`src/rtl/spcm_spi_master.sv`:
```
// Byte-level SPI mode-0 master for the serial phase-change memory.
// It owns SCK generation, chip-select setup/hold/idle timing and held multi-byte transactions.
module spcm_spi_master #(
  parameter int CLK_FREQ = 100,
  parameter int SCK_DIV  = 4,
  parameter int CS_SETUP = 2,
  parameter int CS_HOLD  = 2,
  parameter int CS_IDLE  = 4
) (
  input  logic       clk,
  input  logic       rst,
  input  logic       start,
  input  logic       keep,
  input  logic       release_req,
  input  logic [7:0] tx_data,
  output logic [7:0] rx_data,
  output logic       busy,
  output logic       ack,
  output logic       spcm_cs_n,
  output logic       spcm_sck,
  output logic       spcm_mosi,
  input  logic       spcm_miso
);

  if (CLK_FREQ < 1 || SCK_DIV < 1 || CS_SETUP < 1 || CS_HOLD < 1 || CS_IDLE < 1) begin : g_param_check
    $error("spcm_spi_master: all timing parameters must be >= 1");
  end

  localparam logic [15:0] DIV_LAST   = 16'(SCK_DIV - 1);
  localparam logic [15:0] SETUP_LAST = 16'(CS_SETUP - 1);
  localparam logic [15:0] HOLD_LAST  = 16'(CS_HOLD - 1);
  localparam logic [15:0] IDLE_LAST  = 16'(CS_IDLE - 1);

  typedef enum logic [2:0] {IDLE, SETUP, SHIFT, HELD, HOLD, GAP} state_t;

  state_t      state;
  logic [15:0] cnt;
  logic [4:0]  half_cnt;
  logic [7:0]  tx_sh;
  logic [7:0]  rx_sh;
  logic        keep_q;

  always_ff @(posedge clk) begin
    if (rst) begin
      state     <= IDLE;
      spcm_cs_n <= 1'b1;
      spcm_sck  <= 1'b0;
      spcm_mosi <= 1'b0;
      rx_data   <= 8'h00;
      ack       <= 1'b0;
      busy      <= 1'b0;
      cnt       <= 16'd0;
      half_cnt  <= 5'd0;
      keep_q    <= 1'b0;
    end else begin
      ack <= 1'b0;
      case (state)
        IDLE: begin
          if (start) begin
            tx_sh     <= tx_data;
            keep_q    <= keep;
            spcm_mosi <= tx_data[7];
            spcm_cs_n <= 1'b0;
            busy      <= 1'b1;
            cnt       <= 16'd0;
            half_cnt  <= 5'd0;
            state     <= SETUP;
          end
        end
        SETUP: begin
          if (cnt == SETUP_LAST) begin
            cnt   <= 16'd0;
            state <= SHIFT;
          end else begin
            cnt <= cnt + 16'd1;
          end
        end
        SHIFT: begin
          // half_cnt counts SCK half-periods; 16 means the 8th falling edge has already happened
          if (half_cnt == 5'd16) begin
            ack     <= 1'b1;
            rx_data <= rx_sh;
            cnt     <= 16'd0;
            if (keep_q) begin
              busy  <= 1'b0;
              state <= HELD;
            end else begin
              state <= HOLD;
            end
          end else if (cnt == DIV_LAST) begin
            cnt      <= 16'd0;
            half_cnt <= half_cnt + 5'd1;
            spcm_sck <= ~spcm_sck;
            if (!spcm_sck) begin
              rx_sh <= {rx_sh[6:0], spcm_miso};
            end else begin
              if (half_cnt != 5'd15) spcm_mosi <= tx_sh[6];
              tx_sh <= {tx_sh[6:0], 1'b0};
            end
          end else begin
            cnt <= cnt + 16'd1;
          end
        end
        HELD: begin
          // start takes priority over a simultaneous release
          if (start) begin
            tx_sh     <= tx_data;
            keep_q    <= keep;
            spcm_mosi <= tx_data[7];
            busy      <= 1'b1;
            cnt       <= 16'd0;
            half_cnt  <= 5'd0;
            state     <= SHIFT;
          end else if (release_req) begin
            busy  <= 1'b1;
            cnt   <= 16'd0;
            state <= HOLD;
          end
        end
        HOLD: begin
          if (cnt == HOLD_LAST) begin
            cnt       <= 16'd0;
            spcm_cs_n <= 1'b1;
            state     <= GAP;
          end else begin
            cnt <= cnt + 16'd1;
          end
        end
        GAP: begin
          if (cnt == IDLE_LAST) begin
            cnt   <= 16'd0;
            busy  <= 1'b0;
            state <= IDLE;
          end else begin
            cnt <= cnt + 16'd1;
          end
        end
        default: state <= IDLE;
      endcase
    end
  end

endmodule

```
`config.mk`:
```
export PLATFORM = sky130hd
export DESIGN_NAME = spcm_spi_master
export DESIGN_NICKNAME = d
export VERILOG_FILES = /design/src/rtl/spcm_spi_master.sv
export SDC_FILE = /design/constraint.sdc
export NUM_CORES = 1
export LEC_CHECK = 0
export BUFFER_PORTS_ARGS = -buffer_cell sky130_fd_sc_hd__buf_2
export CORE_UTILIZATION = 50
export CTS_CLUSTER_DIAMETER = 30
export CTS_CLUSTER_SIZE = 8
export DETAILED_ROUTE_END_ITERATION = 12
export PLACE_DENSITY = 0.72
export SETUP_SLACK_MARGIN = 0.15
export SYNTH_ARGS = -nofsm -noshare
export SYNTH_HDL_FRONTEND = slang
export SYNTH_SLANG_ARGS = --single-unit
```
`constraint.sdc`:
```
create_clock -name clk -period 3.1 [get_ports clk]
set_input_delay 0.155 -clock clk [delete_from_list [all_inputs] [get_ports clk]]
set_output_delay 0.155 -clock clk [all_outputs]
set_load 0.01 [all_outputs]
```
After elaboration in Yosys (flattened, before gate mapping)
Index checks and enable logic that the tools add are counted.

word-level totals
  bits in registers = 53
  input port bits = 14
  output and inout bits = 13
  logic and storage cells = 100

operators by class
  add/subtract/negate cells = 2
  equal/unequal tests = 21
  multiplexer cells = 42
  bitwise logic cells = 4
  reduce and logical (&&, ||, !) cells = 19

operators with widths
  cell                   count
  $mux 16                6
  $pmux 16 s5            1
  $mux 7                 4
  $mux 3                 8
  $reduce_and 6->1       4
  $ne 2x2->1 const B     10
  $pmux 3 s6             1
  $add 16x1->16 const B  1
  $eq 16x1->1 const B    1
  $eq 16x2->1 const B    1
  $mux 5                 3
  $mux 1                 14
  $pmux 7 s2             1
  $pmux 5 s2             1
  $reduce_and 3->1       3
  $eq 3x2->1 const B     2
  $eq 3x3->1 const B     2
  $reduce_or 2->1        3
  $add 5x1->5 const B    1
  $eq 5x5->1 const B     1
  $ne 5x4->1 const B     1
  $reduce_and 5->1       1
  $reduce_bool 5->1      1
  $not 1->1              4
  10 further kinds       13

Logic depth before layout (Yosys ltp)
  word-level depth = 6
  mapped depth = 9
  mapped depth without buffers = 7

Worst setup path after synthesis
OpenSTA, ideal clock, no wires.

  path type = reg2reg
  from = register cnt[0]
  to = register rx_sh[0], enable pin
  setup time = 0.395 ns
  arrival time = 1.892 ns
  data required time = 2.705 ns
  setup slack = 0.813 ns
  cell stages (with the launch flop) = 5
  buffers on the path = 0
  clock period less this slack = 2.287 ns
  path through = dfxtp_1 -> ha_1 -> nor3b_1 -> nand4_2 -> nor4_1

on the way
  longest elaborated chain between the ends = 2

ends and longest elaborated chain
  element                     line  RTL
  from (decl)                 37    logic [15:0] cnt;
  from (signal assigned)      75    cnt <= cnt + 16'd1;
  from (signal assigned)      101   cnt <= cnt + 16'd1;
  from (signal assigned)      126   cnt <= cnt + 16'd1;
  $eq 16x2->1                 90    end else if (cnt == DIV_LAST) begin
  $reduce_and 5->1 (no line)  -
  to (signal assigned)        95    rx_sh <= {rx_sh[6:0], spcm_miso};
  to (decl)                   40    logic [7:0] rx_sh;

No other way between the ends.
A chain may end at the register's enable or synchronous reset.

Final worst setup path
  from = register cnt[0]
  to = register tx_sh[3], enable pin

on the way
  longest elaborated chain between the ends = 3

ends and longest elaborated chain
  element                     line  RTL
  $eq 16x2->1                 90
  $ne 2x2->1 (no line)        -
  $reduce_and 6->1 (no line)  -
  to (signal assigned)        60    tx_sh <= tx_data;
  to (signal assigned)        98    tx_sh <= {tx_sh[6:0], 1'b0};
  to (signal assigned)        107   tx_sh <= tx_data;
  to (decl)                   39    logic [7:0] tx_sh;

No other way between the ends.

==> out/results.txt <==
Outcome -> complete, no violations
Main combinational cell family by area after synthesis -> simple AND/OR/NAND/NOR gates
Xor and xnor area share after synthesis -> 0.05005
Worst-path clk slew -> 90 ps
Core ar. -> 5075 µm²
Total track usage -> 0.1869
Critical path required time -> 3050 ps
Mean Syn Cell Area -> 9.758 µm²
Top cells by area, synth -> dfxtp_1 29%, edfxtp_1 17%, nand3_1 4.2%
Cell Rows -> 26
Worst Skew -> 7.498 ps
Hold Buf Count CTS -> 0
CTS resizes -> 0
Cells after Synth -> 269
Cts bufs inserted -> 5
Setup Viol. Count Final -> 0
Leakage power -> 1.028 nW
Post-synth EDFFs -> 15
Yosys warns -> 0
Gpl congestion -> 0.7356
Actual slew at the worst max-slew pin -> 554.7 ps
Util after Layout -> 0.5700
Yosys top cell by area -> dfxtp_1
Clock sink count -> 53
Vias per inst -> 5.359
Fin nets -> 313
Die outline height -> 74.46 µm
Hpwl dp -> 3.347 mm
H-tree depth -> 2
Die area -> 5544 µm²
Final Critical Period -> 2446 ps
Initial antenna violation count -> 0
Global-route wire length before repair -> 7.893 mm
Area Growth Syn to Fin -> 10.20%
Initial Util -> 0.5173
WL/cell -> 12.99 µm
Share of the synthesized area in the top cell type -> 0.2898
Worst hold slack -> 17.11 ps
Fmax achieved -> 408.8 MHz
Peak VDD IR -> 0.3350 mV
Fin. Hold Viols -> 0
Post-DRT Antenna Nets -> 0
Synth Area in Adders -> 0.02383
Vias in the first global route -> 1,780
Slowest cell on crit path -> dfxtp_1
Worst stage delay on the critical path -> 430 ps
Setup tns final -> 0 ps
#FFs+latches synth -> 53
CP Capture Type -> register
Total congestion overflow -> 0
Max transition margin -> 0.6302
Mapped Nets -> 288
RSZ-0062 raised after global routing -> false
CP Launch Type -> register
Power density over cell area -> 605.2 nW/µm²
Initial DRC count -> 103
Worst min-delay path category -> input port to register
Number of max-cap violations -> 0
Synth cell types -> 58
Port Buf Inserts -> 26
Register area share after synthesis -> 0.4614
Postcts setup bufs -> 0
Setup Crit Path Kind -> register to register
Die Span X -> 74.46 µm
Skew-Pair Late Insertion Delay -> 310 ps
I/O Pins -> 27
Crit-path cells -> ha_1 > nor3b_1 > nand4_2 > nor2_2 > a21oi_1 > nor2_1
CP Data Arrival Time -> 2400 ps
CTS tree -> done
Post-synthesis mux area share -> 0.04147
Synth Flop Type -> dfxtp_1
Post-synthesis simple-gate area fraction -> 0.2774
Async set-reset flop share out of synthesis -> 0
Largest net degree at the start of global routing -> 33
Final Cycle Share -> 0.7891
Layout fillers -> 479
Total length of routed wires -> 4.742 mm
Synth Area in Compound Gates -> 0.1025
Clock Root Buffer -> clkbuf_8
Clk buf depth -> 2
CP max FO -> 9
Max-slew violations -> 0
Routed via count -> 1,956
Router iterations before antenna repair -> 4
Ant. Diodes -> 0
Synthesized area -> 2625 µm²
Layout cell share with drive strength beyond 1 -> 0.2305
Post-route DRC -> 0
-- area by class of cell --
type	count	area, µm²	area share
Sequential cell	53	1211	0.4187
Clock inverter	1	8.758	0.003028
Inverter	11	41.29	0.01427
Multi-Input combinational cell	192	1300	0.4494
Clock buffer	7	76.32	0.02638
Tap cell	70	87.58	0.03028
Timing Repair Buffer	31	167.7	0.05796
-- path summary, 6_finish.rpt --
check	from	end	slack (ps)	cells past startpoint
min	spcm_miso	rx_sh[0]	20	1
max reg2reg	cnt[0]	tx_sh[3]	650	6
max	cnt[0]	tx_sh[3]	650	6
min reg2reg	rx_data[1]	rx_data[1]	460	2
-- registers in the layout, indices dropped and copies added, names as in the netlist --
name       flops
state          3
rx_sh          8
spcm_sck       1
spcm_cs_n      1
ack            1
rx_data        8
spcm_mosi      1
keep_q         1
cnt           16
tx_sh          7
busy           1
half_cnt       5
-- cells in the final DEF, fill, tap and decap left out, drive strengths merged, types with 5 or more instances in the layout --
cell / n
dfxtp: 38
buf: 31
nor2: 25
nand2: 22
nand3: 22
edfxtp: 15
a21oi: 14
nor3: 12
inv: 11
xor2: 9
o21ai: 9
mux2: 7
clkbuf: 7
nand4: 7
xnor2: 6
ha: 5
nor4: 5
-- metrics by stage --
step,std cells,instance area [µm²],setup slack [ps],power [mW]
CTS,365,2893,626.0,1.773
floorplan,269,2625,813.1,1.307
global route,365,2893,384.2,1.861
global placement,357,2808,708.4,1.379
finish,365,2893,653.7,1.751
detailed placement,357,2808,636.9,1.390
-- cells in the mapped netlist, types with 2 or more instances --
cell	number
dfxtp_1	38
nand2_1	22
nand3_1	22
edfxtp_1	15
nor2_1	14
a21oi_1	13
nor3_1	12
inv_1	11
nor2_2	11
xor2_1	9
o21ai_0	8
mux2_2	7
xnor2_1	6
clkbuf_1	5
ha_1	5
and2_1	4
buf_2	4
nand4_1	4
nor3b_1	4
a31oi_1	3
and3_1	3
mux2i_1	3
nand3b_1	3
nand4_2	3
or3_1	3
buf_6	2
nor4_2	2
nor4_4	2
o41ai_1	2
-- metal layers --
layer,part of all wire,global-route usage,wire length [µm],vias up
met2,0.46,0.2983,2198,31
met3,0.032,0.05014,154,7
met4,0.015,0.07757,70,0
met1,0.49,0.2400,2318,906
li1,-,-,-,1012
met5,0,0,0,-
-- power by group --
part | switching (mW) | internal, mW
registers | 0.0613 | 0.782
clock network | 0.219 | 0.162
logic | 0.303 | 0.224
total | 0.583 | 1.17
-- logic make-up (layout without fill, tap and decap cells) --
kind of cell,after synthesis,in the layout
compound gates,40,40
xor+xnor,15,15
fa+ha+maj,5,5
buf+inv,24,50
flops,53,53
mux,10,10
simple gates,122,122
-- critical path, delay by kind of cell (launching register included) --
family	cells	cell delay, ps
AOI/OAI and AO/OA	1	130
DFF	1	430
adders and majority gates	1	230
and+or+nand+nor	4	1310
(Power assumes the default switching activity.)
